### src/rtl/wb_mem_slave.sv
// wb_mem_slave: Wishbone classic slave over a 2**AW x 32-bit memory, random wait states from an 8-bit LFSR.
// Latency: ack 1..1+WAIT_MASK cycles after the request edge, one cycle wide; read data registered into dat_r.
// Backpressure: wait states stretch the cycle; master dropping cyc/stb in WAIT aborts. Macro WB_MEM_SLAVE_ERR_EN adds err.
module wb_mem_slave #(
   parameter logic [1:0] BASE      = 2'd0,
   parameter int         AW        = 6,
   parameter logic [7:0] WAIT_MASK = 8'h03,
   parameter logic [7:0] SEED      = 8'hA5
) (
   input  logic        sys_clk,
   input  logic        sys_rst_n,
   input  logic [29:0] adr,
   input  logic [31:0] dat_w,
   output logic [31:0] dat_r,
   input  logic        we,
   input  logic [3:0]  sel,
   input  logic        cyc,
   input  logic        stb,
   output logic        ack,
`ifdef WB_MEM_SLAVE_ERR_EN
   output logic        err,
`endif
   output logic [15:0] rcount,
   output logic [15:0] wcount
);

   typedef enum logic [1:0] {IDLE = 2'd0, WAIT = 2'd1, ACK = 2'd2} state_t;

   state_t       state_q, state_d;
   logic [7:0]   lfsr_q, lfsr_d;
   logic [7:0]   wcnt_q, wcnt_d;
   logic [27:0]  adr_q, adr_d;
   logic         we_q, we_d;
   logic [3:0]   sel_q, sel_d;
   logic [31:0]  dat_w_q, dat_w_d;
   logic         ack_q, ack_d;
   logic [31:0]  dat_r_q, dat_r_d;
   logic [15:0]  rcount_q, rcount_d;
   logic [15:0]  wcount_q, wcount_d;
   logic [31:0]  mem_q [2**AW];

   // Fields of the transfer being committed: live bus on a zero-wait request, captured copy otherwise.
   logic         req, commit, bad_adr, mem_wr;
   logic [27:0]  x_adr;
   logic         x_we;
   logic [3:0]   x_sel;
   logic [31:0]  x_dat;

`ifdef WB_MEM_SLAVE_ERR_EN
   logic         err_q, err_d;
`else
   // Upper word-address bits only matter for the range check; without it they alias.
   logic         unused_adr_bits;
   assign unused_adr_bits = ^x_adr[27:AW];
`endif

   // Request decode, wait-state sequencing and capture of the transfer fields.
   always_comb begin
      req     = cyc & stb & (adr[29:28] == BASE);
      lfsr_d  = {lfsr_q[6:0], lfsr_q[7] ^ lfsr_q[5] ^ lfsr_q[4] ^ lfsr_q[3]};
      state_d = state_q;
      wcnt_d  = wcnt_q;
      adr_d   = adr_q;
      we_d    = we_q;
      sel_d   = sel_q;
      dat_w_d = dat_w_q;
      x_adr   = adr_q;
      x_we    = we_q;
      x_sel   = sel_q;
      x_dat   = dat_w_q;
      commit  = 1'b0;
      case (state_q)
         IDLE: begin
            if (req) begin
               adr_d   = adr[27:0];
               we_d    = we;
               sel_d   = sel;
               dat_w_d = dat_w;
               x_adr   = adr[27:0];
               x_we    = we;
               x_sel   = sel;
               x_dat   = dat_w;
               wcnt_d  = lfsr_q & WAIT_MASK;
               if ((lfsr_q & WAIT_MASK) == 8'd0) begin
                  state_d = ACK;
                  commit  = 1'b1;
               end else begin
                  state_d = WAIT;
               end
            end
         end
         WAIT: begin
            if (!(cyc && stb)) begin
               state_d = IDLE;
            end else begin
               wcnt_d = wcnt_q - 8'd1;
               if (wcnt_q == 8'd1) begin
                  state_d = ACK;
                  commit  = 1'b1;
               end
            end
         end
         ACK:     state_d = IDLE;
         default: state_d = IDLE;
      endcase
   end

   // Transfer outcome: ack or err, memory write strobe, read data and saturating counters.
   always_comb begin
`ifdef WB_MEM_SLAVE_ERR_EN
      bad_adr = (x_adr[27:AW] != '0);
      err_d   = commit & bad_adr;
`else
      bad_adr = 1'b0;
`endif
      ack_d    = commit & ~bad_adr;
      mem_wr   = ack_d & x_we & sys_rst_n;
      dat_r_d  = dat_r_q;
      rcount_d = rcount_q;
      wcount_d = wcount_q;
      if (ack_d) begin
         if (x_we) begin
            if (wcount_q != 16'hFFFF) wcount_d = wcount_q + 16'd1;
         end else begin
            dat_r_d = mem_q[x_adr[AW-1:0]];
            if (rcount_q != 16'hFFFF) rcount_d = rcount_q + 16'd1;
         end
      end
   end

   // FSM state register.
   always_ff @(posedge sys_clk or negedge sys_rst_n) begin
      if (!sys_rst_n) state_q <= IDLE;
      else            state_q <= state_d;
   end

   // Datapath registers; captured request fields are cleared too so nothing stale survives reset.
   always_ff @(posedge sys_clk or negedge sys_rst_n) begin
      if (!sys_rst_n) begin
         lfsr_q   <= SEED;
         wcnt_q   <= 8'd0;
         adr_q    <= 28'd0;
         we_q     <= 1'b0;
         sel_q    <= 4'd0;
         dat_w_q  <= 32'd0;
         ack_q    <= 1'b0;
         dat_r_q  <= 32'd0;
         rcount_q <= 16'd0;
         wcount_q <= 16'd0;
`ifdef WB_MEM_SLAVE_ERR_EN
         err_q    <= 1'b0;
`endif
      end else begin
         lfsr_q   <= lfsr_d;
         wcnt_q   <= wcnt_d;
         adr_q    <= adr_d;
         we_q     <= we_d;
         sel_q    <= sel_d;
         dat_w_q  <= dat_w_d;
         ack_q    <= ack_d;
         dat_r_q  <= dat_r_d;
         rcount_q <= rcount_d;
         wcount_q <= wcount_d;
`ifdef WB_MEM_SLAVE_ERR_EN
         err_q    <= err_d;
`endif
      end
   end

   // Memory array has no reset so contents survive sys_rst_n; only lanes with sel set are written.
   always_ff @(posedge sys_clk) begin
      if (mem_wr) begin
         for (int i = 0; i < 4; i++) begin
            if (x_sel[i]) mem_q[x_adr[AW-1:0]][8*i +: 8] <= x_dat[8*i +: 8];
         end
      end
   end

   assign ack    = ack_q;
   assign dat_r  = dat_r_q;
   assign rcount = rcount_q;
   assign wcount = wcount_q;
`ifdef WB_MEM_SLAVE_ERR_EN
   assign err    = err_q;
`endif

endmodule
### config.mk
export PLATFORM = sky130hd
export DESIGN_NAME = wb_mem_slave
export DESIGN_NICKNAME = d
export VERILOG_FILES = /design/src/rtl/wb_mem_slave.sv
export SDC_FILE = /design/constraint.sdc
export NUM_CORES = 2
export LEC_CHECK = 0
export ABC_CLOCK_PERIOD_IN_PS = 4000
export BUFFER_PORTS_ARGS = -buffer_cell sky130_fd_sc_hd__buf_2
export CORE_MARGIN = 2
export CORE_UTILIZATION = 40
export DETAILED_ROUTE_END_ITERATION = 16
export PLACE_DENSITY = 0.53
export SETUP_SLACK_MARGIN = 0.5
export SYNTH_ARGS = -nofsm -noshare
export SYNTH_HDL_FRONTEND = slang
export SYNTH_SLANG_ARGS = --single-unit
### constraint.sdc
create_clock -name sys_clk -period 4 [get_ports sys_clk]
set_clock_uncertainty 0.05 [all_clocks]
set_input_delay 0.4 -clock sys_clk [delete_from_list [all_inputs] [get_ports sys_clk]]
set_output_delay 0.4 -clock sys_clk [all_outputs]
set_load 0.05 [all_outputs]
==> metrics.md <==
| Metric | Value |
|---|---|
| Gr usage total | 23.9% |
| Initial antenna violation count | 3 |
| Final Hold Fails | 0 |
| DP HPWL | 151 mm |
| # DRC | 0 |
| Die X | 454 um |
| Clock Latency Late Sink | 0.86 ns |
| Slew @ Worst Pin | 1.00 ns |
| # rows | 164 |
| EDFF count, synth | 2048 |
| Yosys warns | 0 |
| Fin area | 0.0979 sq mm |
| ANT nets after route | 0 |
| Synth unique cells | 63 |
| Core Box Area | 0.200 sq mm |
| Largest net degree at the start of global routing | 66 |
| Clock Sinks | 2174 |
| Die area | 0.206 sq mm |
| Layout area overhead | 21.1% |
| WL per Instance | 30.3 um |
| VDD IR max | 0.000416 V |
| Chip height | 454 um |
| Worst path required time | 4.65 ns |
| Clk slew on worst S/H paths | 0.06 ns |
| Most frequent cells in the layout | edfxtp_1 (2048), a22oi_1 (564), buf_4 (553) |
| Async SR Flop Fraction | 5.80% |
| Initial Utilization | 40.4% |
| Post-synthesis sequential element count | 2174 |
| Total CTS buffers | 219 |
| Number of global-route vias before repair | 47400 |
| RSZ-0062 raised after global routing | yes |
| Seq/Total Area, Yosys | 80.0% |
| Routed WL | 250 mm |
| Kind of critical path | reg2reg |
| Global route total overflow | 0 |
| Final GP Congestion | 0.806 |
| Vias/cell | 5.92 |
| Maximum buffer depth of the clock tree | 3 |
| CTS tree | built |
| First-pass GRT wire length | 354 mm |
| Post-placement setup slack | -0.105 ns |
| Syn Area/Cell | 17.2 sq um |
| H-tree depth | 4 |
| Port buffer count | 113 |
| Final nets | 5475 |
| Rel. slew slack | 33.1% |
| Static leakage | 32.3 nW |
| DR pass1 iterations | 5 |
| Root buf cell | clkbuf_16 |
| Endpoints failing setup | 0 |
| Worst setup margin | 0.469 ns |
| Syn Inst Count | 4707 |
| Initial DRC Count | 5286 |
| Max-Cap Viols | 0 |
| DP Area | 0.0894 sq mm |
| Hold slack | 0.0877 ns |
| Worst Hold Class | in2reg |
| Peak fanout along the critical path | 16 |
| Post-synth net total | 4782 |
| Status | completed |
| Top FF cell, synth | edfxtp_1 |
| Pwr Density | 574 mW/mm^2 |
| Period utilization | 88.3% |
| Final slew viol count | 0 |
| Worst Path Arrival | 4.18 ns |
| Ratio of cells with drive above 1 in the final layout | 22.7% |
| Crit end category | flip-flop |
| Overall Power | 56.1 mW |
| # IOs | 136 |
| Final min period | 3.53 ns |
| Via count | 48800 |
| Setup TNS | 0 ns |
| Max frequency | 283 MHz |
| Setup crit start kind | flip-flop |
| Synth Cell Area | 0.0808 sq mm |
| Commonest non-fill, non-tap cell in the layout | edfxtp_1 |
## registers in the layout, indices dropped and copies added, names as in the netlist
signal   flops
dat_w_q     32
wcnt_q       8
state_q      2
we_q         1
wcount      16
dat_r       32
lfsr_q       8
mem_q     2048
rcount      16
adr_q        6
sel_q        4
ack          1
## worst paths after layout
path	endpoint	from	slack, ns	cells after the start
setup / recovery	dat_r[0]	state_q[0]	0.47	9
hold / removal	dat_w_q[16]	dat_w[16]	0.09	4
setup reg to reg	dat_r[0]	state_q[0]	0.47	9
hold reg to reg	lfsr_q[7]	lfsr_q[6]	0.32	0
max in group asynchronous	dat_w_q[20]	sys_rst_n	2.19	4
min in group asynchronous	dat_r[30]	sys_rst_n	0.52	3
## power by group
part           switching [mW]  internal [mW]
logic                    6.68           2.79
clock network            8.59           11.5
registers               0.355           26.2
total                    15.6           40.5
## stage by stage
stage / util [%] / std cells
floorplan: - / 4707
global placement: 44.6 / 7757
detailed placement: 44.6 / 7757
CTS: 48.6 / 8229
global route: 48.9 / 8243
finish: 48.9 / 8245
## worst max-delay path: stages (launching register included)
cell	delay, ns
dfrtp_1	0.41
or4_4	0.57
o2111a_2	0.31
or2_4	0.40
buf_16	0.24
buf_4	0.20
a22oi_1	0.19
o2111ai_1	0.24
a222oi_1	0.60
a31oi_1	0.16
## synthesized netlist by cell type, types with 3 or more instances
cell	n	area share, %
nor3_1	191	1.2
and3_1	6	0.046
nor2_1	162	0.75
buf_2	138	0.85
a21oi_1	36	0.22
mux2i_1	95	1.2
or2_1	3	0.023
nor4_1	30	0.23
o31a_1	4	0.043
buf_1	32	0.15
a221oi_1	172	1.9
and4_1	3	0.033
a222oi_1	11	0.14
nand4_1	15	0.12
a22oi_1	571	5.3
mux2_2	3	0.042
o221ai_1	10	0.11
xnor2_1	22	0.24
buf_4	10	0.093
o21ai_0	29	0.18
and2_1	7	0.054
edfxtp_1	2048	76
a41oi_1	11	0.12
a22o_1	161	1.7
o2111ai_1	69	0.75
a2111oi_0	7	0.076
o211ai_1	6	0.056
nand2b_1	3	0.023
or2_2	5	0.039
ha_1	4	0.062
dfrtp_1	122	3.8
dfstp_2	4	0.13
nand2_1	270	1.3
a21o_1	26	0.24
or4_1	4	0.037
a31oi_1	158	1.2
xor2_1	13	0.14
nand3_1	43	0.27
inv_1	17	0.079
clkbuf_1	156	0.72
## layout make-up
cell class	count	area [sq um]
Multi-Input combinational cell	2179	15600
Sequential cell	2174	64700
Inverter	19	80.1
Timing Repair Buffer	807	7260
Tap cell	2656	3320
Antenna cell	3	7.51
Clock buffer	295	5890
Fill cell	16900	102000
Clock inverter	112	1100
## per-layer routing
| layer | up-vias | track usage [%] | wire length, um |
|---|---|---|---|
| met1 | 25600 | 33.4 | 105000 |
| met4 | 0 | 7.99 | 8110 |
| li1 | 20800 | - | - |
| met3 | 378 | 3.39 | 16900 |
| met2 | 2037 | 38.4 | 120000 |
| met5 | - | 0 | 0 |
## timing repair
item,CTS,global route
hold buffers,28,0
setup buffers,33,10
gates resized for setup,46,83
endpoints found under the setup margin,1008,1458
gates cloned,4,3
endpoints found under the hold margin,86,0
pin swaps,19,14
## kinds of logic after synthesis
family | count (synthesis) | synth area share (%)
adders and majority gates | 4 | 0.0619
DFF | 2174 | 80.0
muxes | 98 | 1.22
buffers and inverters | 357 | 1.94
AOI/OAI and AO/OA | 1286 | 12.2
xor gates and xnor gates | 35 | 0.379
and+or+nand+nor | 753 | 4.17
Power figures use the tool's default switching activity.
